### config.mk
export PLATFORM = sky130hd
export DESIGN_NAME = cross_channel_diff_scan
export DESIGN_NICKNAME = d
export VERILOG_FILES = /design/src/rtl/cdiff_pkg.sv /design/src/rtl/diff_slot_recorder.sv /design/src/rtl/cross_channel_diff_scan.sv
export SDC_FILE = /design/constraint.sdc
export NUM_CORES = 2
export LEC_CHECK = 0
export BUFFER_PORTS_ARGS = -buffer_cell sky130_fd_sc_hd__buf_4
export CAP_MARGIN = 20
export CORE_UTILIZATION = 40
export DETAILED_ROUTE_END_ITERATION = 16
export MAX_ROUTING_LAYER = met4
export PLACE_DENSITY = 0.58
export SLEW_MARGIN = 0
export SYNTH_ARGS = -nofsm -noshare
export SYNTH_HDL_FRONTEND = slang
export SYNTH_SLANG_ARGS = --single-unit
### constraint.sdc
create_clock -name clk -period 7.32 [get_ports clk]
set_clock_uncertainty 0.15 [all_clocks]
set_input_delay 1.464 -clock clk [delete_from_list [all_inputs] [get_ports clk]]
set_output_delay 1.464 -clock clk [all_outputs]
set_load 0.02 [all_outputs]
### src/rtl/cdiff_pkg.sv
`default_nettype none
// ---------------------------------------------------------------------------
// cdiff_pkg : shared state encoding and width helpers for the diff scanner
// Revision  : 1.0
// ---------------------------------------------------------------------------
package cdiff_pkg;

  typedef enum logic [1:0] {
    S_IDLE = 2'd0,
    S_SCAN = 2'd1,
    S_DONE = 2'd2
  } state_t;

  function automatic int calc_pos_w(input int tile_size);
    return (tile_size * tile_size > 1) ? $clog2(tile_size * tile_size) : 1;
  endfunction

  function automatic int calc_cnt_w(input int max_diff);
    return (max_diff > 0) ? $clog2(max_diff + 1) : 1;
  endfunction

endpackage
`default_nettype wire

### src/rtl/diff_slot_recorder.sv
`default_nettype none
// ---------------------------------------------------------------------------
// diff_slot_recorder : per-plane saturating record of differing positions
// Revision           : 1.0
// ---------------------------------------------------------------------------
module diff_slot_recorder #(
  parameter int POS_W    = 6,
  parameter int FLAG_W   = 3,
  parameter int MAX_DIFF = 7,
  parameter int CNT_W    = 3
) (
  input  logic                         clk,
  input  logic                         rst_n,
  input  logic                         clear_i,
  input  logic                         en_i,
  input  logic                         mismatch_i,
  input  logic [POS_W-1:0]             idx_i,
  input  logic [FLAG_W-1:0]            flag_i,
  output logic [MAX_DIFF*POS_W-1:0]    pos_o,
  output logic [MAX_DIFF*FLAG_W-1:0]   flag_o,
  output logic [CNT_W-1:0]             count_o,
  output logic                         similar_o,
  output logic                         ovf_next_o
);

  logic [POS_W-1:0]  pos_q  [MAX_DIFF];
  logic [FLAG_W-1:0] flag_q [MAX_DIFF];
  logic [CNT_W-1:0]  count_q;
  logic              ovf_q;
  logic              similar_q;
  logic              w_hit;
  logic              w_full;

  assign w_hit      = en_i & ~ovf_q & mismatch_i;
  assign w_full     = (count_q == CNT_W'(MAX_DIFF));
  assign ovf_next_o = ovf_q | (w_hit & w_full);

  // similar is held at 0 out of reset so every output reads 0 before the first tile
  always_ff @(posedge clk or negedge rst_n) begin
    if (!rst_n) begin
      count_q   <= '0;
      ovf_q     <= 1'b0;
      similar_q <= 1'b0;
      for (int s = 0; s < MAX_DIFF; s++) begin
        pos_q[s]  <= '0;
        flag_q[s] <= '0;
      end
    end else if (clear_i) begin
      count_q   <= '0;
      ovf_q     <= 1'b0;
      similar_q <= 1'b1;
      for (int s = 0; s < MAX_DIFF; s++) begin
        pos_q[s]  <= '0;
        flag_q[s] <= '0;
      end
    end else if (w_hit) begin
      if (w_full) begin
        ovf_q     <= 1'b1;
        similar_q <= 1'b0;
      end else begin
        count_q <= count_q + CNT_W'(1);
        for (int s = 0; s < MAX_DIFF; s++) begin
          if (count_q == CNT_W'(s)) begin
            pos_q[s]  <= idx_i;
            flag_q[s] <= flag_i;
          end
        end
      end
    end
  end

  for (genvar s = 0; s < MAX_DIFF; s++) begin : g_slot
    assign pos_o[s*POS_W +: POS_W]    = pos_q[s];
    assign flag_o[s*FLAG_W +: FLAG_W] = flag_q[s];
  end

  assign count_o   = count_q;
  assign similar_o = similar_q;

endmodule
`default_nettype wire

### src/rtl/cross_channel_diff_scan.sv
`default_nettype none
// ---------------------------------------------------------------------------
// cross_channel_diff_scan : compares reference-plane pixel flags against
// NUM_CH planes over one tile, recording up to MAX_DIFF differences each.
// Revision                : 1.0
// ---------------------------------------------------------------------------
module cross_channel_diff_scan
  import cdiff_pkg::*;
#(
  parameter int TILE_SIZE = 8,
  parameter int FLAG_W    = 3,
  parameter int NUM_CH    = 2,
  parameter int MAX_DIFF  = 7,
  localparam int N        = TILE_SIZE * TILE_SIZE,
  localparam int POS_W    = calc_pos_w(TILE_SIZE),
  localparam int CNT_W    = calc_cnt_w(MAX_DIFF)
) (
  input  logic                                clk,
  input  logic                                rst_n,
  input  logic                                i_valid,
  output logic                                i_ready,
  input  logic [N*FLAG_W-1:0]                 ref_flag,
  input  logic [NUM_CH*N*FLAG_W-1:0]          cmp_flag,
  output logic                                o_valid,
  input  logic                                o_ready,
  output logic [NUM_CH*MAX_DIFF*POS_W-1:0]    diff_pos,
  output logic [NUM_CH*MAX_DIFF*FLAG_W-1:0]   diff_flag,
  output logic [NUM_CH*CNT_W-1:0]             diff_num,
  output logic [NUM_CH-1:0]                   similar,
  output logic                                busy
);

  state_t            state_q;
  logic [POS_W-1:0]  idx_q;
  logic [FLAG_W-1:0] ref_q [N];
  logic [FLAG_W-1:0] cmp_q [NUM_CH][N];
  logic              i_ready_q;
  logic              o_valid_q;
  logic              busy_q;

  logic              w_accept;
  logic              w_scan;
  logic              w_all_ovf;
  logic [FLAG_W-1:0] w_ref_pix;
  logic [FLAG_W-1:0] w_cmp_pix [NUM_CH];
  logic [NUM_CH-1:0] w_mismatch;
  logic [NUM_CH-1:0] w_ovf_next;

  assign w_accept  = (state_q == S_IDLE) & i_valid;
  assign w_scan    = (state_q == S_SCAN);
  assign w_all_ovf = &w_ovf_next;
  assign w_ref_pix = ref_q[idx_q];

  always_ff @(posedge clk or negedge rst_n) begin
    if (!rst_n) begin
      state_q   <= S_IDLE;
      idx_q     <= '0;
      i_ready_q <= 1'b1;
      o_valid_q <= 1'b0;
      busy_q    <= 1'b0;
      for (int k = 0; k < N; k++) begin
        ref_q[k] <= '0;
        for (int c = 0; c < NUM_CH; c++) cmp_q[c][k] <= '0;
      end
    end else begin
      case (state_q)
        S_IDLE: begin
          if (i_valid) begin
            for (int k = 0; k < N; k++) begin
              ref_q[k] <= ref_flag[k*FLAG_W +: FLAG_W];
              for (int c = 0; c < NUM_CH; c++)
                cmp_q[c][k] <= cmp_flag[(c*N+k)*FLAG_W +: FLAG_W];
            end
            idx_q     <= '0;
            state_q   <= S_SCAN;
            i_ready_q <= 1'b0;
            busy_q    <= 1'b1;
          end
        end
        S_SCAN: begin
          // early exit uses next-cycle overflow so the edge that saturates the last plane ends the scan
          if (idx_q == POS_W'(N-1) || w_all_ovf) begin
            state_q   <= S_DONE;
            o_valid_q <= 1'b1;
          end else begin
            idx_q <= idx_q + POS_W'(1);
          end
        end
        S_DONE: begin
          if (o_ready) begin
            state_q   <= S_IDLE;
            o_valid_q <= 1'b0;
            i_ready_q <= 1'b1;
            busy_q    <= 1'b0;
          end
        end
        default: begin
          state_q   <= S_IDLE;
          o_valid_q <= 1'b0;
          i_ready_q <= 1'b1;
          busy_q    <= 1'b0;
        end
      endcase
    end
  end

  for (genvar c = 0; c < NUM_CH; c++) begin : g_ch
    assign w_cmp_pix[c]  = cmp_q[c][idx_q];
    assign w_mismatch[c] = (w_cmp_pix[c] != w_ref_pix);

    diff_slot_recorder #(
      .POS_W    (POS_W),
      .FLAG_W   (FLAG_W),
      .MAX_DIFF (MAX_DIFF),
      .CNT_W    (CNT_W)
    ) u_rec (
      .clk        (clk),
      .rst_n      (rst_n),
      .clear_i    (w_accept),
      .en_i       (w_scan),
      .mismatch_i (w_mismatch[c]),
      .idx_i      (idx_q),
      .flag_i     (w_cmp_pix[c]),
      .pos_o      (diff_pos[c*MAX_DIFF*POS_W +: MAX_DIFF*POS_W]),
      .flag_o     (diff_flag[c*MAX_DIFF*FLAG_W +: MAX_DIFF*FLAG_W]),
      .count_o    (diff_num[c*CNT_W +: CNT_W]),
      .similar_o  (similar[c]),
      .ovf_next_o (w_ovf_next[c])
    );
  end

  assign i_ready = i_ready_q;
  assign o_valid = o_valid_q;
  assign busy    = busy_q;

endmodule
`default_nettype wire

==> impl_metrics.ini <==
[outcome]
status = finished, final reports clean

[setup_path]
critPathMaxStageDelay_ps = 890
worstSetupStartpointType = register
critPathKind = reg2reg
critPathBufInv = 1
cpMostUsedCell = mux2i_1
crit_family = compound AO/OA/AOI/OAI gates
arrival_ps = 5690
end_kind = register
crit_chain = buf_12 > mux4_2 > mux2i_1 > o2111ai_1 > a22oi_1 > xnor2_1 > a311oi_4 > nand2_1 > nor3_2 > mux2i_1
rrSetupSlack_ps = 2000
crit_slowest_cell = dfrtp_4
rr_worst_depth = 10
cp_max_fo = 33
regToRegStartpoint = idx_q[0]
timing.rr.end = g_ch[0].u_rec.pos_o[27]
cp.required_ps = 7690

[clocking]
cts_hold_buf = 0
postCtsSetupBuffers = 0
htree_levels = 3
clk_pin_slew_ps = 60
root_buffer = clkbuf_16
cts_resized = 0
cts_max_path_buffers = 3
cts.sinks = 723
cts_tree = yes
insertion_delay_ps = 620
cts_inserted_buffers = 80

[worst_hold_path]
hold_depth = 2
min_to = ref_q[41]
min-delay-start = ref_q[41]
hp-class = reg2reg

[sta]
setup_violations = 0
worst_pin_slew_ps = 1123
rsz0062_at_grt = false
max_slew_margin = 0.2515
fmaxAchievable_ghz = 0.1879
fin_setup_tns_ps = 0
fin_crit_sh = 0.7271
hold_ws_ps = 316.5
min_period_ps = 5322
drv_slew = 0
hold_viol_final = 0

[grt]
grt_pass1_vias = 26840
grt_pass1_wl_microns = 168800
grt_start_max_net_pins = 209
grt-ovfl-total = 0
grt_util_all_layers = 0.2839
antenna_found_initial = 8

[synth]
synth-edff-count = 0
synth_seq_cells = 723
netlist_instances = 3425
syn_nets = 4018
avgSynthCellArea_sq_um = 9.514
ys_seq_area_frac = 0.5553
ys.warnings.count = 0
synth_area_sq_um = 32590
synthFlopType = dfrtp_1
synth.distinct_cells = 66
async_flop_share = 1.000

[floorplanning]
fp.coreArea_sq_um = 80550
die_x_microns = 287.4
die-area_sq_um = 82610
ioPinCount = 717
die_h_microns = 287.4
start_util = 0.4046
rows = 104

[detailed_routing]
ant_nets = 0
avgViaCountPerCell = 5.109
dr_total_vias = 26340
wl_microns = 114100
drcViolationCount = 0
first_pass_iters = 5
avgRoutedWirePerCell_microns = 22.13
drtIter0Drc = 1998

[power_and_ir_drop]
p_leak_nw = 21.71
seq_power_share = 0.367
p_clk_frac = 0.220
pwr_density_cell_nw_per_um2 = 458.7
peakVddDrop_mv = 0.2352
internal_power_mw = 11.52
p_comb_frac = 0.413
switching_power_mw = 7.495
finalPower_mw = 19.02
switching_share = 0.3942

[cells_and_area]
area_growth_pct = 27.21
utilization = 0.5146
multi_input_area_sq_um = 13400
final_cells = 5156
final_common_cell = nand2_1
final.fill_count = 7550
nNetsFinal = 4621
drive_gt1_frac = 0.2531
seqCellArea_sq_um = 18110
final_cell_mix = nand2_1, buf_4, dfrtp_1

[place]
dp_hpwl_microns = 81220
gp_congestion = 0.8264
dp.cells = 5006
io_buffers = 716

[job]
maxCapViolations = 0
metrics by stage:
stage | area (sq um) | worst slack [ps]
after floorplan | 32590 | 3781
after global placement | 38710 | 1949
after detailed placement | 38710 | 1891
after CTS | 41440 | 1898
after global routing | 41450 | 1551
final | 41450 | 1998
sequential cells by signal, summed over array words and instances (netlist names), 2 cells and up:
name / count
cmp_q: 384
ref_q: 192
g_ch.u_rec.pos_o: 84
g_ch.u_rec.flag_o: 42
g_ch.u_rec.count_o: 6
idx_q: 6
g_ch.u_rec.ovf_q: 2
g_ch.u_rec.similar_o: 2
state_q: 2
cell families (layout without fill, tap and decap cells):
logic type / Yosys count / in the layout / share of synthesized area
other: 0 / 6 / 0
AO/OA/AOI/OAI: 185 / 185 / 0.03824
buffers and inverters: 246 / 911 / 0.03429
AND/OR/NAND/NOR: 1988 / 1988 / 0.2368
flip-flops: 723 / 723 / 0.5553
multiplexers: 265 / 265 / 0.1291
adder cells (fa/ha/maj): 13 / 13 / 0.004992
XOR/XNOR: 5 / 5 / 0.001344
how the worst max path moves through the flow:
stage / start / endpoint / slack (ps) / cells after the start
floorplan: idx_q[0] / g_ch[1].u_rec.pos_o[28] / 3780 / 15
global placement: idx_q[0] / g_ch[0].u_rec.pos_o[24] / 1950 / 10
detailed placement: idx_q[0] / g_ch[0].u_rec.flag_o[14] / 1890 / 10
CTS: idx_q[0] / g_ch[0].u_rec.pos_o[27] / 1900 / 10
global route: idx_q[0] / g_ch[0].u_rec.pos_o[25] / 1550 / 10
finish: idx_q[0] / g_ch[0].u_rec.pos_o[27] / 2000 / 10
metal layers:
layer  wire length (microns)  GRT usage
met5                       0          -
met4                    4407     0.1089
met3                    7068    0.05460
met2                   55350     0.4480
met1                   47280     0.3614
Yosys cell counts (4+ instances only):
master	number	area [sq um]
mux4_2	124	2793
nor2b_1	10	62.56
buf_6	12	135.1
a22oi_1	30	225.2
a221oi_1	6	52.55
clkbuf_1	151	566.8
a31oi_1	5	31.28
a21oi_1	13	65.06
o21ai_1	9	45.04
o21ai_0	59	295.3
nor2_1	23	86.33
o211ai_1	20	150.1
o221ai_1	4	35.03
a32oi_1	4	35.03
ha_1	13	162.7
buf_4	11	82.58
a211oi_1	7	52.55
buf_2	28	140.1
buf_1	26	97.59
dfrtp_1	722	18070
inv_1	13	48.80
nand2b_1	6	37.54
and2_1	8	50.05
nand2_1	1857	6970
mux2i_1	138	1381
nand3_1	55	275.3
layout make-up:
| class | instances | share of cell area |
|---|---|---|
| Sequential cell | 723 | 0.4369 |
| Timing Repair Buffer | 751 | 0.1404 |
| Inverter | 16 | 0.001479 |
| Tap cell | 1060 | 0.03200 |
| Clock inverter | 30 | 0.009297 |
| Antenna cell | 6 | 0.0003622 |
| Clock buffer | 114 | 0.05644 |
| Multi-Input combinational cell | 2456 | 0.3231 |
power groups by stage:
stage / sequential (mW) / clock [mW] / combinational, mW
floorplan: 6.81 / 0 / 5.25
global placement: 7.02 / 0 / 7.81
detailed placement: 7.04 / 0 / 7.92
CTS: 6.99 / 4.26 / 7.95
global route: 7.20 / 4.41 / 8.65
finish: 6.98 / 4.18 / 7.85
worst min-delay path, cell delays in order (launching register included):
cell     delay (ps)
dfrtp_1         330
nand2_1          50
nand2_1          50
Power figures use the tool's default switching activity.
